### src/rtl/uart_rx_param.sv
// 16x-oversampled UART receiver with configurable width, parity and stop bits.
// Define UART_RX_MAJORITY_EN to take each bit as a 3-sample majority vote.
module uart_rx_param #(
    parameter int CLK_HZ    = 50000000,
    parameter int BAUD      = 9600,
    parameter int DATA_BITS = 8,
    parameter int PARITY    = 0,
    parameter int STOP_BITS = 1
) (
    input  logic                 clk,
    input  logic                 rst_n,
    input  logic                 rx,
    output logic [DATA_BITS-1:0] data,
    output logic                 valid,
    input  logic                 ready,
    output logic                 frame_err,
    output logic                 parity_err,
    output logic                 overrun,
    output logic                 busy
);

    localparam int DIV_CALC = (CLK_HZ + BAUD * 8) / (BAUD * 16);
    localparam int DIV      = (DIV_CALC < 1) ? 1 : DIV_CALC;
    localparam int PW       = (DIV > 1) ? $clog2(DIV) : 1;
    localparam logic ODD    = (PARITY == 1);

    typedef enum logic [2:0] {IDLE, START, DATA, PAR, STOP, WAIT_IDLE} state_t;

    state_t               state, state_nx;
    logic                 rx_meta, rxs, rxs_d;
    logic [PW-1:0]        pre;
    logic                 tick;
    logic [3:0]           sc;
    logic [3:0]           bit_cnt;
    logic [DATA_BITS-1:0] shreg;
    logic                 perr, ferr, ferr_final;
    logic                 start_edge, samp_tick, samp_bit, deliver;
    logic                 parity_calc;

    always_ff @(posedge clk or negedge rst_n) begin
        if (!rst_n) begin
            rx_meta <= 1'b1;
            rxs     <= 1'b1;
            rxs_d   <= 1'b1;
        end else begin
            rx_meta <= rx;
            rxs     <= rx_meta;
            rxs_d   <= rxs;
        end
    end

    assign start_edge = (state == IDLE) && rxs_d && !rxs;
    assign tick       = (pre == PW'(DIV - 1));

    // Prescaler realigns to the start edge so sample points sit mid-bit.
    always_ff @(posedge clk or negedge rst_n) begin
        if (!rst_n)                  pre <= '0;
        else if (start_edge || tick) pre <= '0;
        else                         pre <= pre + PW'(1);
    end

    always_ff @(posedge clk or negedge rst_n) begin
        if (!rst_n)              sc <= '0;
        else if (state == IDLE)  sc <= '0;
        else if (tick)           sc <= sc + 4'd1;
    end

`ifdef UART_RX_MAJORITY_EN
    logic s6, s7;

    always_ff @(posedge clk or negedge rst_n) begin
        if (!rst_n) begin
            s6 <= 1'b1;
            s7 <= 1'b1;
        end else if (tick) begin
            if (sc == 4'd6) s6 <= rxs;
            if (sc == 4'd7) s7 <= rxs;
        end
    end

    assign samp_tick = tick && (sc == 4'd8);
    assign samp_bit  = (s6 & s7) | (s6 & rxs) | (s7 & rxs);
`else
    assign samp_tick = tick && (sc == 4'd7);
    assign samp_bit  = rxs;
`endif

    assign parity_calc = (^shreg) ^ ODD;

    always_ff @(posedge clk or negedge rst_n) begin
        if (!rst_n) state <= IDLE;
        else        state <= state_nx;
    end

    always_comb begin
        state_nx = state;
        case (state)
            IDLE:      if (start_edge) state_nx = START;
            START:     if (samp_tick) state_nx = samp_bit ? IDLE : DATA;
            DATA:      if (samp_tick && bit_cnt == 4'(DATA_BITS - 1))
                           state_nx = (PARITY != 0) ? PAR : STOP;
            PAR:       if (samp_tick) state_nx = STOP;
            STOP:      if (samp_tick && bit_cnt == 4'(STOP_BITS - 1))
                           state_nx = samp_bit ? IDLE : WAIT_IDLE;
            WAIT_IDLE: if (rxs) state_nx = IDLE;
            default:   state_nx = IDLE;
        endcase
    end

    always_comb begin
        busy       = (state != IDLE);
        deliver    = 1'b0;
        ferr_final = ferr;
        if (state == STOP && samp_tick) begin
            ferr_final = ferr | ~samp_bit;
            deliver    = (bit_cnt == 4'(STOP_BITS - 1));
        end
    end

    // Bit counter restarts on every state change, so it indexes bits within DATA and STOP.
    always_ff @(posedge clk or negedge rst_n) begin
        if (!rst_n) begin
            bit_cnt <= '0;
            shreg   <= '0;
            perr    <= 1'b0;
            ferr    <= 1'b0;
        end else begin
            if (state_nx != state)
                bit_cnt <= '0;
            else if (samp_tick && (state == DATA || state == STOP))
                bit_cnt <= bit_cnt + 4'd1;

            if (start_edge) begin
                perr <= 1'b0;
                ferr <= 1'b0;
            end
            if (samp_tick) begin
                if (state == DATA) shreg <= {samp_bit, shreg[DATA_BITS-1:1]};
                if (state == PAR)  perr  <= (samp_bit != parity_calc);
                if (state == STOP) ferr  <= ferr_final;
            end
        end
    end

    // A word arriving while the previous one is unaccepted is dropped and flagged.
    always_ff @(posedge clk or negedge rst_n) begin
        if (!rst_n) begin
            data       <= '0;
            valid      <= 1'b0;
            frame_err  <= 1'b0;
            parity_err <= 1'b0;
            overrun    <= 1'b0;
        end else if (deliver) begin
            if (!valid || ready) begin
                data       <= shreg;
                frame_err  <= ferr_final;
                parity_err <= perr && (PARITY != 0);
                valid      <= 1'b1;
                if (valid) overrun <= 1'b0;
            end else begin
                overrun <= 1'b1;
            end
        end else if (valid && ready) begin
            valid   <= 1'b0;
            overrun <= 1'b0;
        end
    end

endmodule

### config.mk
export PLATFORM = sky130hd
export DESIGN_NAME = uart_rx_param
export DESIGN_NICKNAME = d
export VERILOG_FILES = /design/src/rtl/uart_rx_param.sv
export SDC_FILE = /design/constraint.sdc
export NUM_CORES = 1
export LEC_CHECK = 0
export CAP_MARGIN = 10
export CORE_MARGIN = 2
export CORE_UTILIZATION = 61
export CTS_CLUSTER_DIAMETER = 40
export DETAILED_ROUTE_END_ITERATION = 12
export PLACE_DENSITY = 0.83
export SLEW_MARGIN = 20
export SYNTH_ARGS = -nofsm -noshare
export SYNTH_HDL_FRONTEND = slang
export SYNTH_SLANG_ARGS = --single-unit
### constraint.sdc
create_clock -name clk -period 5.26 [get_ports clk]
set_input_delay 1.578 -clock clk [delete_from_list [all_inputs] [get_ports clk]]
set_output_delay 1.578 -clock clk [all_outputs]
set_load 0.02 [all_outputs]
### After elaboration in Yosys (flattened, before gate mapping)

Cells that the tools add are included.

| word-level totals | value |
|---|---|
| register bits after elaboration | 43 |
| input port bits | 4 |
| logic and storage cells | 77 |

| operators by class | value |
|---|---|
| add/subtract/negate cells | 3 |
| equality and inequality tests | 11 |
| multiplexer cells | 25 |
| bitwise logic cells | 2 |
| reduce and logical (&&, ||, !) cells | 23 |

Operators with widths:

| operator | count |
|---|---|
| 2-to-1 mux 3 bit | 7 |
| one-hot mux 3 bit (6 select lines) | 1 |
| 2-to-1 mux 4 bit | 4 |
| 2-to-1 mux 1 bit | 11 |
| adder 9 x 1 -> 9 bit, second input constant | 1 |
| equality test 9 bit, second input constant | 1 |
| 2-to-1 mux 9 bit | 1 |
| adder 4 x 1 -> 4 bit, second input constant | 2 |
| equality test 4 x 3 -> 1 bit, second input constant | 2 |
| logical AND 1 bit | 8 |
| AND reduction 2 bit | 4 |
| equality test 3 x 2 -> 1 bit, second input constant | 2 |
| equality test 3 bit, second input constant | 2 |
| nonzero test 2 bit | 3 |
| logical NOT 4 bit | 1 |
| equality test 3 x 1 -> 1 bit, second input constant | 1 |
| logical NOT 3 bit | 1 |
| logical OR 1 bit | 3 |
| != test 3 bit | 1 |
| != test 3 bit, second input constant | 1 |
| nonzero test 3 bit | 1 |
| logical NOT 1 bit | 2 |
| 2-to-1 mux 2 bit | 1 |
| != test 2 x 1 -> 1 bit, second input constant | 1 |
| 2 further kinds | 2 |

### Logic depth before layout (Yosys ltp)

Gate-level depths: netlist of run 1.

| depth | value |
|---|---|
| word-level depth | 7 |
| depth in mapped cells | 8 |

### Worst setup path before layout of run 1

OpenSTA, ideal clock, no wires.

| path | value |
|---|---|
| kind | register to output |
| start point | register state[1] |
| end point | output port busy |
| arrival time | 1186 ps |
| required time | 3682 ps |
| path slack | 2496 ps |
| stages on the path, launching flop included | 4 |
| buffers on the path | 1 |
| cell sequence | dfrtp_1 clkbuf_1 nor3_1 inv_1 |

| on the way | value |
|---|---|
| word-level cells in the longest chain between the ends | 1 |

RTL lines:

| what | line | text |
|---|---|---|
| start, declared | 29 | `state_t state, state_nx;` |
| start signal, assigned | 92 | `else state <= state_nx;` |
| nonzero test 3 bit | 111 | `busy = (state != IDLE);` |
| end, declared | 19 | `output logic busy` |

No other way between the ends.

### Worst setup path after layout of run 1

| path | value |
|---|---|
| start point | register state[2] |
| end point | output port busy |

Same word-level chain as after synthesis.

==> impl_results.md, run 1 <==
* Critical Path AT at 2200 ps
* Worst reg-to-reg path cell count at 6
* Worst Setup Path Type: flop to output pin
* Skew final at 12.45 ps
* Async SR Flop Fraction at 1.000
* Post-Route WL at 3226 µm
* Max Freq at 264.7 MHz
* EDFF count, synth at 0
* Min-Delay Path Depth at 0
* Period minus WS final at 3778 ps
* Worst vdd ir at 0.1784 mV
* Width of the die at 61.81 µm
* #FFs+latches synth at 43
* Initial Utilization at 0.6516
* Io pins at 17
* Top-area cell type share of the netlist area at 0.4911
* Post-cts sizing count at 0
* Final period utilization at 0.7183
* First-pass GRT wire length at 5678 µm
* Crit start category: flop
* Root buffer cell: clkbuf_4
* Synth top area cells: dfrtp_1, mux2_4, mux2_2
* Most common cell in the netlist: dfrtp_1
* Final setup TNS at 0 ps
* Worst EP required at 3680 ps
* Static leakage at 1.029 nW
* Antenna viol nets, final at 0
* Nets at 197
* Slew at the pin closest to its max-slew limit at 890.3 ps
* Library cells used by synthesis at 41
* Crit. End Element: output pin
* Pin count of the biggest net entering global routing at 44
* Remaining Overflow, GRT at 0
* Design Area, Final at 0.002247 mm²
* Crit path cell chain: nor3_1 > inv_1 > clkdlybuf4s50_1
* Endpoints failing setup at 0
* Synthesized area per cell at 11.71 µm²
* Vias/cell at 5.588
* Cells after Synth at 174
* Vias in the first global route at 1316
* Total setup buffers inserted after CTS at 0
* Ys flop type: dfrtp_1
* Net Sw Frac at 0.2881
* Post-Place Cell Area at 0.002193 mm²
* Slew headroom at 0.4064
* H-tree Lvls at 2
* P_int at 0.4552 mW
* CTS tree: built
* CTS Hold Bufs at 0
* CTS clk-pin slew, worst paths at 120 ps
* DRT Pass-1 Iters at 5
* CTS Buffer Depth at 2
* Outcome: complete, no violations
* Cell accounting for the most synthesized area: dfrtp_1
* Synth-to-layout area growth at 10.25%
* Max-cap violations at 0
* Max FO, Critical Path at 18
* Wire per inst at 13.85 µm
* Max-slew violations at 0
* Cts bufs inserted at 5
* CP max-delay cell: nor3_1
* DRC viols at 0
* PwrDens at 284.5 mW/mm²
* Die area at 0.003820 mm²
* Share of cells above drive strength 1 at 0.1958
* IO buf count at 15
* Syn. warnings at 0
* Clk_lat worst skew at 350 ps
* Antenna diodes at 0
* Synthesized cell area at 0.002038 mm²
* Slowest cell delay on critical path at 600 ps
* Gate power share at 0.143
* Fin. Hold Viols at 0
* TritonCTS sink count at 43
* Antenna violations before repair at 0
* Fillers at 221
* Final estimated routing congestion in global placement at 0.8574
* Synth cell count leaders: dfrtp_1, nor2_1, nand2_1
* Total power at 0.6393 mW
* RSZ-0062 raised after global routing: no
* Sw power at 0.1842 mW
* Sequential share of power at 0.619
* Drt initial violations at 66
* Via count at 1302
* Total track usage at 0.2027
* Clk network pwr share at 0.238
* Worst hold-check path type: flop to flop
* Core area at 0.003128 mm²
* Dpl hpwl at 2365 µm
* Seq/Total Area, Yosys at 0.5298
* DIE HEIGHT at 61.81 µm
* Syn Nets at 183
* Site Rows at 20
-- cell type report --
cell class / count / area [µm²] / area share
Inverter: 5 / 18.77 / 0.008352
Timing Repair Buffer: 15 / 145.1 / 0.06459
Clock inverter: 2 / 12.51 / 0.005568
Tap cell: 44 / 55.05 / 0.02450
Sequential cell: 43 / 1080 / 0.4805
Clock buffer: 6 / 41.29 / 0.01837
Multi-Input combinational cell: 118 / 894.6 / 0.3981
-- kinds of logic after synthesis --
family,Yosys count,synth area share
muxes,17,0.1087
DFF,43,0.5298
and+or+nand+nor,63,0.1762
xor gates and xnor gates,14,0.06016
AOI/OAI and AO/OA,18,0.06139
adders and majority gates,5,0.03069
buffers and inverters,13,0.03131
other,1,0.001840
-- registers in the layout (all words and copies together), names as in the netlist --
register   flops
data           8
pre            9
bit_cnt        4
rxs            1
sc             4
shreg          8
overrun        1
valid          1
frame_err      1
ferr           1
state          3
rx_meta        1
rxs_d          1
-- metrics by stage --
step                utilization  instances  hold WS (ps)  setup slack (ps)
floorplan                     -        174         345.2              2496
global placement         0.7012        225         350.0              1914
detailed placement       0.7012        225         349.1              1885
CTS                      0.7184        233         366.6              1477
global route             0.7184        233         368.4              1241
finish                   0.7184        233         365.0              1482
-- cell usage in the layout, fill, tap and decap left out, types with 2 or more instances in the layout --
cell | Yosys | final
nor3_1 | 2 | 2
o211ai_1 | 3 | 3
a31o_2 | 2 | 2
inv_1 | 5 | 5
ha_1 | 5 | 5
mux2_4 | 8 | 8
o21ai_0 | 3 | 3
nand3_1 | 8 | 8
mux2_2 | 9 | 9
xor2_1 | 5 | 5
and2_1 | 4 | 4
and3_1 | 2 | 2
nand2_1 | 12 | 12
nor2_1 | 20 | 20
nor2b_1 | 2 | 2
and4bb_4 | 2 | 2
dfrtp_1 | 40 | 40
clkdlybuf4s50_1 | 0 | 14
a21oi_1 | 3 | 3
xnor2_1 | 9 | 9
and3b_1 | 2 | 2
dfstp_2 | 3 | 3
clkbuf_4 | 0 | 5
-- power by group through the flow --
stage / combinational (mW) / sequential, mW / clock (mW)
floorplan: 0.0739 / 0.391 / 0
global placement: 0.0880 / 0.398 / 0
detailed placement: 0.0931 / 0.401 / 0
CTS: 0.0934 / 0.395 / 0.159
global route: 0.106 / 0.401 / 0.175
finish: 0.0912 / 0.396 / 0.152
-- worst max-delay path: cells and delay by family, from the launching register on --
family	cells	cell delay, ps
and+or+nand+nor	1	600
buffers and inverters	2	650
DFF	1	590
-- layer usage --
layer,vias up,share of wire,wire length (µm),GRT usage
met4,0,0.012,38,0.05471
met5,-,0,0,0
met2,26,0.49,1590,0.3444
met1,648,0.46,1468,0.2564
met3,5,0.040,128,0.05590
li1,623,-,-,-
-- final timing paths --
check	slack, ps	startpoint	endpoint
worst max-delay path	1480	state[2]	busy
worst min register to register	370	rx_meta	rxs
max in group asynchronous	3360	rst_n	pre[8]
worst min-delay path	370	rx_meta	rxs
min in group asynchronous	1330	rst_n	data[5]
worst max register to register	3000	bit_cnt[0]	data[1]
Note: power is estimated with default switching activity, not from simulation.
==> run 2, diff against run 1 <==
--- a/config.mk
+++ b/config.mk
@@ -7,10 +7,10 @@
 export LEC_CHECK = 0
 export CAP_MARGIN = 10
 export CORE_MARGIN = 2
-export CORE_UTILIZATION = 61
+export CORE_UTILIZATION = 57
 export CTS_CLUSTER_DIAMETER = 40
 export DETAILED_ROUTE_END_ITERATION = 12
-export PLACE_DENSITY = 0.83
+export PLACE_DENSITY = 0.79
 export SLEW_MARGIN = 20
 export SYNTH_ARGS = -nofsm -noshare
 export SYNTH_HDL_FRONTEND = slang
==> constraint.sdc (replaced) <==
create_clock -name clk -period 3.5 [get_ports clk]
set_input_delay 1.05 -clock clk [delete_from_list [all_inputs] [get_ports clk]]
set_output_delay 1.05 -clock clk [all_outputs]
set_load 0.02 [all_outputs]
==> run 2 against run 1 <==
  * Count of clock-buffer cells in the layout shrank 1
  * Sequential share of layout area shrank 0.79 points
  * Worst hold slack lost 0.70 ps
  * Clock skew is essentially flat
  * Cell area grew 1.7%
  * Via count shrank 0.54%
  * Sequential power grew 50%
  * Non-clock buffer count grew 1
  * Global-route usage shrank 0.12 points
  * Cell count grew 1.3%
  * Critical path type unchanged
==> impl_results.md, run 2 (synthesized netlist as in run 1, its figures left out) <==
* Outcome: complete, no violations
* Remaining Overflow, GRT at 0 (unchanged)
* DRT Pass-1 Iters at 4 (-1)
* First-pass GRT wire length at 6258 µm (+10%)
* Post-Place Cell Area at 0.002203 mm² (+0.46%)
* Max-slew violations at 0 (unchanged)
* Width of the die at 63.80 µm (+3.2%)
* Max FO, Critical Path at 18 (unchanged)
* Total setup buffers inserted after CTS at 0 (unchanged)
* Total power at 1.050 mW (+64%)
* Io pins at 17 (unchanged)
* Share of cells above drive strength 1 at 0.2053 (+0.009496)
* Net Sw Frac at 0.2769 (-0.01121)
* FF-to-FF setup slack at 1130 ps (-1870 ps)
* Top flop regs: pre x9, data x8, shreg x8
* Final hold slack at 364.3 ps (-0.6970 ps)
* Layout Utilization at 0.6740 (-0.04435)
* P_int at 0.7591 mW (+67%)
* FF+latch area at 0.001080 mm² (unchanged)
* Synth-to-layout area growth at 12.09%
* Endpoints failing setup at 0 (unchanged)
* Wire per inst at 15.22 µm (+10%)
* RSZ-0062 raised after global routing: no
* TritonCTS sink count at 43 (unchanged)
* Nets at 198 (+0.51%)
* Final setup TNS at 0 ps (unchanged)
* Worst Setup Path Type: flop to output pin
* Period minus WS final at 3028 ps
* Worst hold-check path type: flop to flop
* Fillers at 241 (+9.0%)
* CTS Buffer Depth at 2 (unchanged)
* Root buffer cell: clkbuf_4
* Cts bufs inserted at 5 (unchanged)
* Antenna viol nets, final at 0 (unchanged)
* Fin. Hold Viols at 0 (unchanged)
* Buf/Inv on CP at 3 (+1)
* Critical Path AT at 1980 ps (-220 ps)
* Dpl ws at 815.6 ps (-1069 ps)
* Gate power share at 0.133 (-0.010)
* Clk_lat worst skew at 370 ps (+20 ps)
* Worst vdd ir at 0.2935 mV (+65%)
* Max-cap violations at 0 (unchanged)
* Dpl hpwl at 2571 µm (+8.7%)
* PwrDens at 459.5 mW/mm² (+62%)
* Worst EP required at 2450 ps (-1230 ps)
* Worst path top cell family by delay: buffers and inverters
* Final period utilization at 0.8651
* Drt initial violations at 54 (-18%)
* Post-cts sizing count at 0 (unchanged)
* DIE HEIGHT at 63.80 µm (+3.2%)
* Sequential share of power at 0.565 (-0.054)
* Design Area, Final at 0.002285 mm² (+1.7%)
* Setup ws final at 472.3 ps (-1009 ps)
* Vias/cell at 5.487 (-1.8%)
* Skew final at 12.29 ps (-0.1609 ps)
* Antenna violations before repair at 0 (unchanged)
* DRC viols at 0 (unchanged)
* Crit. End Element: output pin
* H-tree Lvls at 2 (unchanged)
* # placed instances at 228 (+1.3%)
* Die area at 0.004070 mm² (+6.5%)
* Area of the multi-input gates at 894.6 µm² (unchanged)
* CTS tree: built
* Max reg flops at 9 (unchanged)
* Most frequent cells in the layout: dfrtp_1, nor2_1, clkdlybuf4s50_1
* Total track usage at 0.2015 (-0.001191)
* Initial Utilization at 0.6013 (-0.05027)
* Slowest cell delay on critical path at 720 ps (+120 ps)
* Most common cell after layout, fill and taps aside: dfrtp_1
* Core area at 0.003390 mm² (+8.4%)
* Max Freq at 330.3 MHz
* CTS Hold Bufs at 0 (unchanged)
* Antenna diodes at 0 (unchanged)
* Slew at the pin closest to its max-slew limit at 915.0 ps (+24.65 ps)
* Static leakage at 1.051 nW (+2.2%)
* Via count at 1295 (-0.54%)
* Slew headroom at 0.3900 (-0.01643)
* Site Rows at 21 (+5.0%)
* IO buf count at 15 (unchanged)
* Crit start category: flop
* Final estimated routing congestion in global placement at 0.8132 (-5.2%)
* Finished Layout Cells at 236 (+1.3%)
* CP max-delay cell: dfrtp_1
* CTS clk-pin slew, worst paths at 120 ps (about the same)
* Post-Route WL at 3593 µm (+11%)
* Pin count of the biggest net entering global routing at 44 (unchanged)
* Top reg by flops: pre
* Vias in the first global route at 1324 (+0.61%)
* Sw power at 0.2906 mW (+58%)
* Clk network pwr share at 0.302 (+0.064)
* Crit path cell chain: nor3_1 > buf_4 > inv_1 > clkdlybuf4s50_1
-- run 2: cell count changes in the layout (fill, tap and decap cells not counted), sizes merged --
cell / previous run / this run
clkinv: 1 / 2
clkbuf: 6 / 5
bufinv: 0 / 1
clkinvlp: 1 / 0
buf: 1 / 2
-- run 2: power by group through the flow --
stage | logic [mW] | registers, mW | clock network, mW
finish | 0.140 | 0.593 | 0.317
global route | 0.161 | 0.601 | 0.341
CTS | 0.143 | 0.593 | 0.321
detailed placement | 0.143 | 0.603 | 0
global placement | 0.136 | 0.598 | 0
floorplan | 0.111 | 0.587 | 0
-- run 2: worst register-to-register path: stages, from the launching register on --
cell and delay (ps):
dfrtp_1 440, inv_1 80, ha_1 150, nor3b_1 330, and4_2 360, and4b_1 490
mux2_2 400
-- run 2: layer usage --
metal,global-route usage,wire length (µm),vias to the layer above
li1,-,-,622
met1,0.2521,1571,642
met2,0.3268,1805,19
met3,0.03873,105,12
met4,0.1141,110,0
met5,0,0,-
-- run 2: worst paths after layout --
check,start,end,depth (start not counted)
max,state[2],busy,4
min,rx_meta,rxs,0
max reg2reg,bit_cnt[0],data[7],6
min reg2reg,rx_meta,rxs,0
max in group asynchronous,rst_n,state[2],1
min in group asynchronous,rst_n,bit_cnt[0],1
-- run 2: area by class of cell --
type | count | area share
multi-input combinational | 118 | 0.3916
clock buffer | 5 | 0.01643
tap | 46 | 0.02519
clock inverter | 3 | 0.01917
timing repair buffer | 16 | 0.06681
inverter | 5 | 0.008215
sequential | 43 | 0.4726
==> run 3, diff against run 2 <==
--- a/config.mk
+++ b/config.mk
@@ -7,10 +7,10 @@
 export LEC_CHECK = 0
 export CAP_MARGIN = 10
 export CORE_MARGIN = 2
-export CORE_UTILIZATION = 57
+export CORE_UTILIZATION = 51
 export CTS_CLUSTER_DIAMETER = 40
 export DETAILED_ROUTE_END_ITERATION = 12
-export PLACE_DENSITY = 0.79
+export PLACE_DENSITY = 0.74
 export SLEW_MARGIN = 20
 export SYNTH_ARGS = -nofsm -noshare
 export SYNTH_HDL_FRONTEND = slang
==> constraint.sdc (replaced) <==
create_clock -name clk -period 2.5 [get_ports clk]
set_input_delay 0.75 -clock clk [delete_from_list [all_inputs] [get_ports clk]]
set_output_delay 0.75 -clock clk [all_outputs]
set_load 0.02 [all_outputs]
==> run 3 against run 2 <==
  * Sequential share of layout area down 1.6 points
  * Non-clock buffer count rose by 4
  * Cell area increased by 3.6%
  * Combinational power is 59% higher
  * Cell count is 2.5% higher
  * Die area grew 11%
  * First-iteration DRC count grew 24%
  * Worst setup slack got worse by 360 ps
  * Critical path type unchanged
  * Highest routed layer unchanged
==> impl_results.md, run 3 (synthesized netlist as in run 1, its figures left out) <==
* Reg2reg start: bit_cnt[0]
* Max FO, Critical Path at 7 (-11)
* Synth-to-layout area growth at 16.08%
* PwrDens at 667.9 mW/mm² (+45%)
* IO buf count at 15 (unchanged)
* Total power at 1.580 mW (+51%)
* Design Area, Final at 0.002366 mm² (+3.6%)
* Via count at 1322 (+2.1%)
* Worst EP required at 1750 ps (-700 ps)
* Antenna violations before repair at 0 (unchanged)
* CTS clk-pin slew, worst paths at 80 ps (-40 ps)
* Pin count of the biggest net entering global routing at 27 (-39%)
* Period minus WS final at 2389 ps
* Die area at 0.004518 mm² (+11%)
* CTS Buffer Depth at 2 (unchanged)
* Static leakage at 1.090 nW (+3.7%)
* Cts bufs inserted at 5 (unchanged)
* Max Freq at 418.6 MHz
* DRC viols at 0 (unchanged)
* Vias in the first global route at 1290 (-2.6%)
* Dpl hpwl at 2494 µm (-3.0%)
* Post-Place Cell Area at 0.002248 mm² (+2.0%)
* RSZ-0062 raised after global routing: no
* Antenna diodes at 0 (unchanged)
* Final setup TNS at 0 ps (unchanged)
* CP Launch Point: state[1]
* DIE HEIGHT at 67.22 µm (+5.4%)
* Most frequent cells in the layout: dfrtp_1, nor2_1, clkdlybuf4s50_1
* Crit start category: flop
* CTS tree: built
* Max-slew violations at 0 (unchanged)
* Root buffer cell: clkbuf_8
* RR Endpoint: data[6]
* DRT Pass-1 Iters at 4 (unchanged)
* Max reg flops at 9 (unchanged)
* Vias/cell at 5.463 (-0.45%)
* Clk_lat worst skew at 300 ps (-70 ps)
* Max-cap violations at 0 (unchanged)
* Site Rows at 22 (+4.8%)
* Io pins at 17 (unchanged)
* Top reg by flops: pre
* Antenna viol nets, final at 0 (unchanged)
* Final period utilization at 0.9555
* Remaining Overflow, GRT at 0 (unchanged)
* H-tree Lvls at 2 (unchanged)
* Core area at 0.003744 mm² (+10%)
* Worst reg-to-reg path cell count at 6 (unchanged)
* Top flop regs: pre x9, data x8, shreg x8
* CP max-delay cell: clkdlybuf4s50_1
* Crit path cell chain: nor3_2 > inv_1 > clkdlybuf4s50_1
* Endpoints failing setup at 0 (unchanged)
* Total track usage at 0.1790 (-0.02248)
* Slowest cell delay on critical path at 540 ps (-180 ps)
* Fin. Hold Viols at 0 (unchanged)
* Post-Route WL at 3466 µm (-3.5%)
* Initial Utilization at 0.5445 (-0.05688)
* Drt initial violations at 67 (+24%)
* Critical Path AT at 1640 ps (-340 ps)
* CTS Hold Bufs at 0 (unchanged)
* Width of the die at 67.22 µm (+5.4%)
* Outcome: complete, no violations
* Worst Setup Path Type: flop to output pin
* Skew final at 9.715 ps (-2.571 ps)
* Share of cells above drive strength 1 at 0.2268 (+0.02154)
* First-pass GRT wire length at 5954 µm (-4.9%)
* FF-to-FF setup slack at 290 ps (-840 ps)
* Worst Hold End: rxs
* Most common cell after layout, fill and taps aside: dfrtp_1
* Worst Min Path Start: rx_meta
* TritonCTS sink count at 43 (unchanged)
* Worst hold-check path type: flop to flop
* Final estimated routing congestion in global placement at 0.8082 (-0.61%)
* Worst vdd ir at 0.4331 mV (+48%)
* Wire per inst at 14.32 µm (-5.9%)
* Crit. End Element: output pin
* Min-Delay Path Depth at 0 (unchanged)
* Nets at 202 (+2.0%)
run 3: power by group:
part           internal, mW  switching (mW)
logic                 0.105           0.117
clock network         0.297           0.238
registers             0.758          0.0646
run 3: layer usage:
layer | track usage | vias up | part of all wire
li1 | - | 638 | -
met4 | 0.06888 | 0 | 0.018
met5 | 0 | - | 0
met2 | 0.2859 | 39 | 0.45
met3 | 0.04000 | 10 | 0.048
met1 | 0.2393 | 635 | 0.48
run 3: how the worst max path moves through the flow:
stage | end | slack [ps]
after floorplan | busy | 560
after global placement | data[6] | 200
after global routing | busy | 40
after CTS | busy | 20
after detailed placement | data[6] | 180
final | busy | 110
run 3: what timing repair did:
| item | 4_1_cts | 5_1_grt |
|---|---|---|
| resized for setup | 0 | 1 |
| setup buffers | 0 | 0 |
| setup endpoints to repair | 0 | 1 |
run 3: worst max-delay path: cells and delay by family, from the launching register on:
| family | cells | cell delay, ps |
|---|---|---|
| and+or+nand+nor | 1 | 260 |
| buffers and inverters | 2 | 610 |
| DFF | 1 | 470 |
run 3: final cells by class:
| class | count | area, µm² |
|---|---|---|
| fillers | 313 | 1378 |
| flip-flops and latches | 43 | 1080 |
| multi-input cells | 118 | 899.6 |
| repair buffers | 20 | 195.2 |
| clock buffers | 5 | 68.82 |
| well taps | 48 | 60.06 |
| clock inverters | 3 | 43.79 |
| inverters | 5 | 18.77 |
run 3: stage by stage:
stage	instances	utilization	hold WS, ps	setup slack (ps)
after floorplan	174	-	345.2	564.1
after global placement	234	0.6006	345.9	200.3
after detailed placement	234	0.6006	348.4	184.9
after CTS	242	0.6307	361.0	24.70
after global routing	242	0.6320	372.8	41.18
final	242	0.6320	360.3	111.1
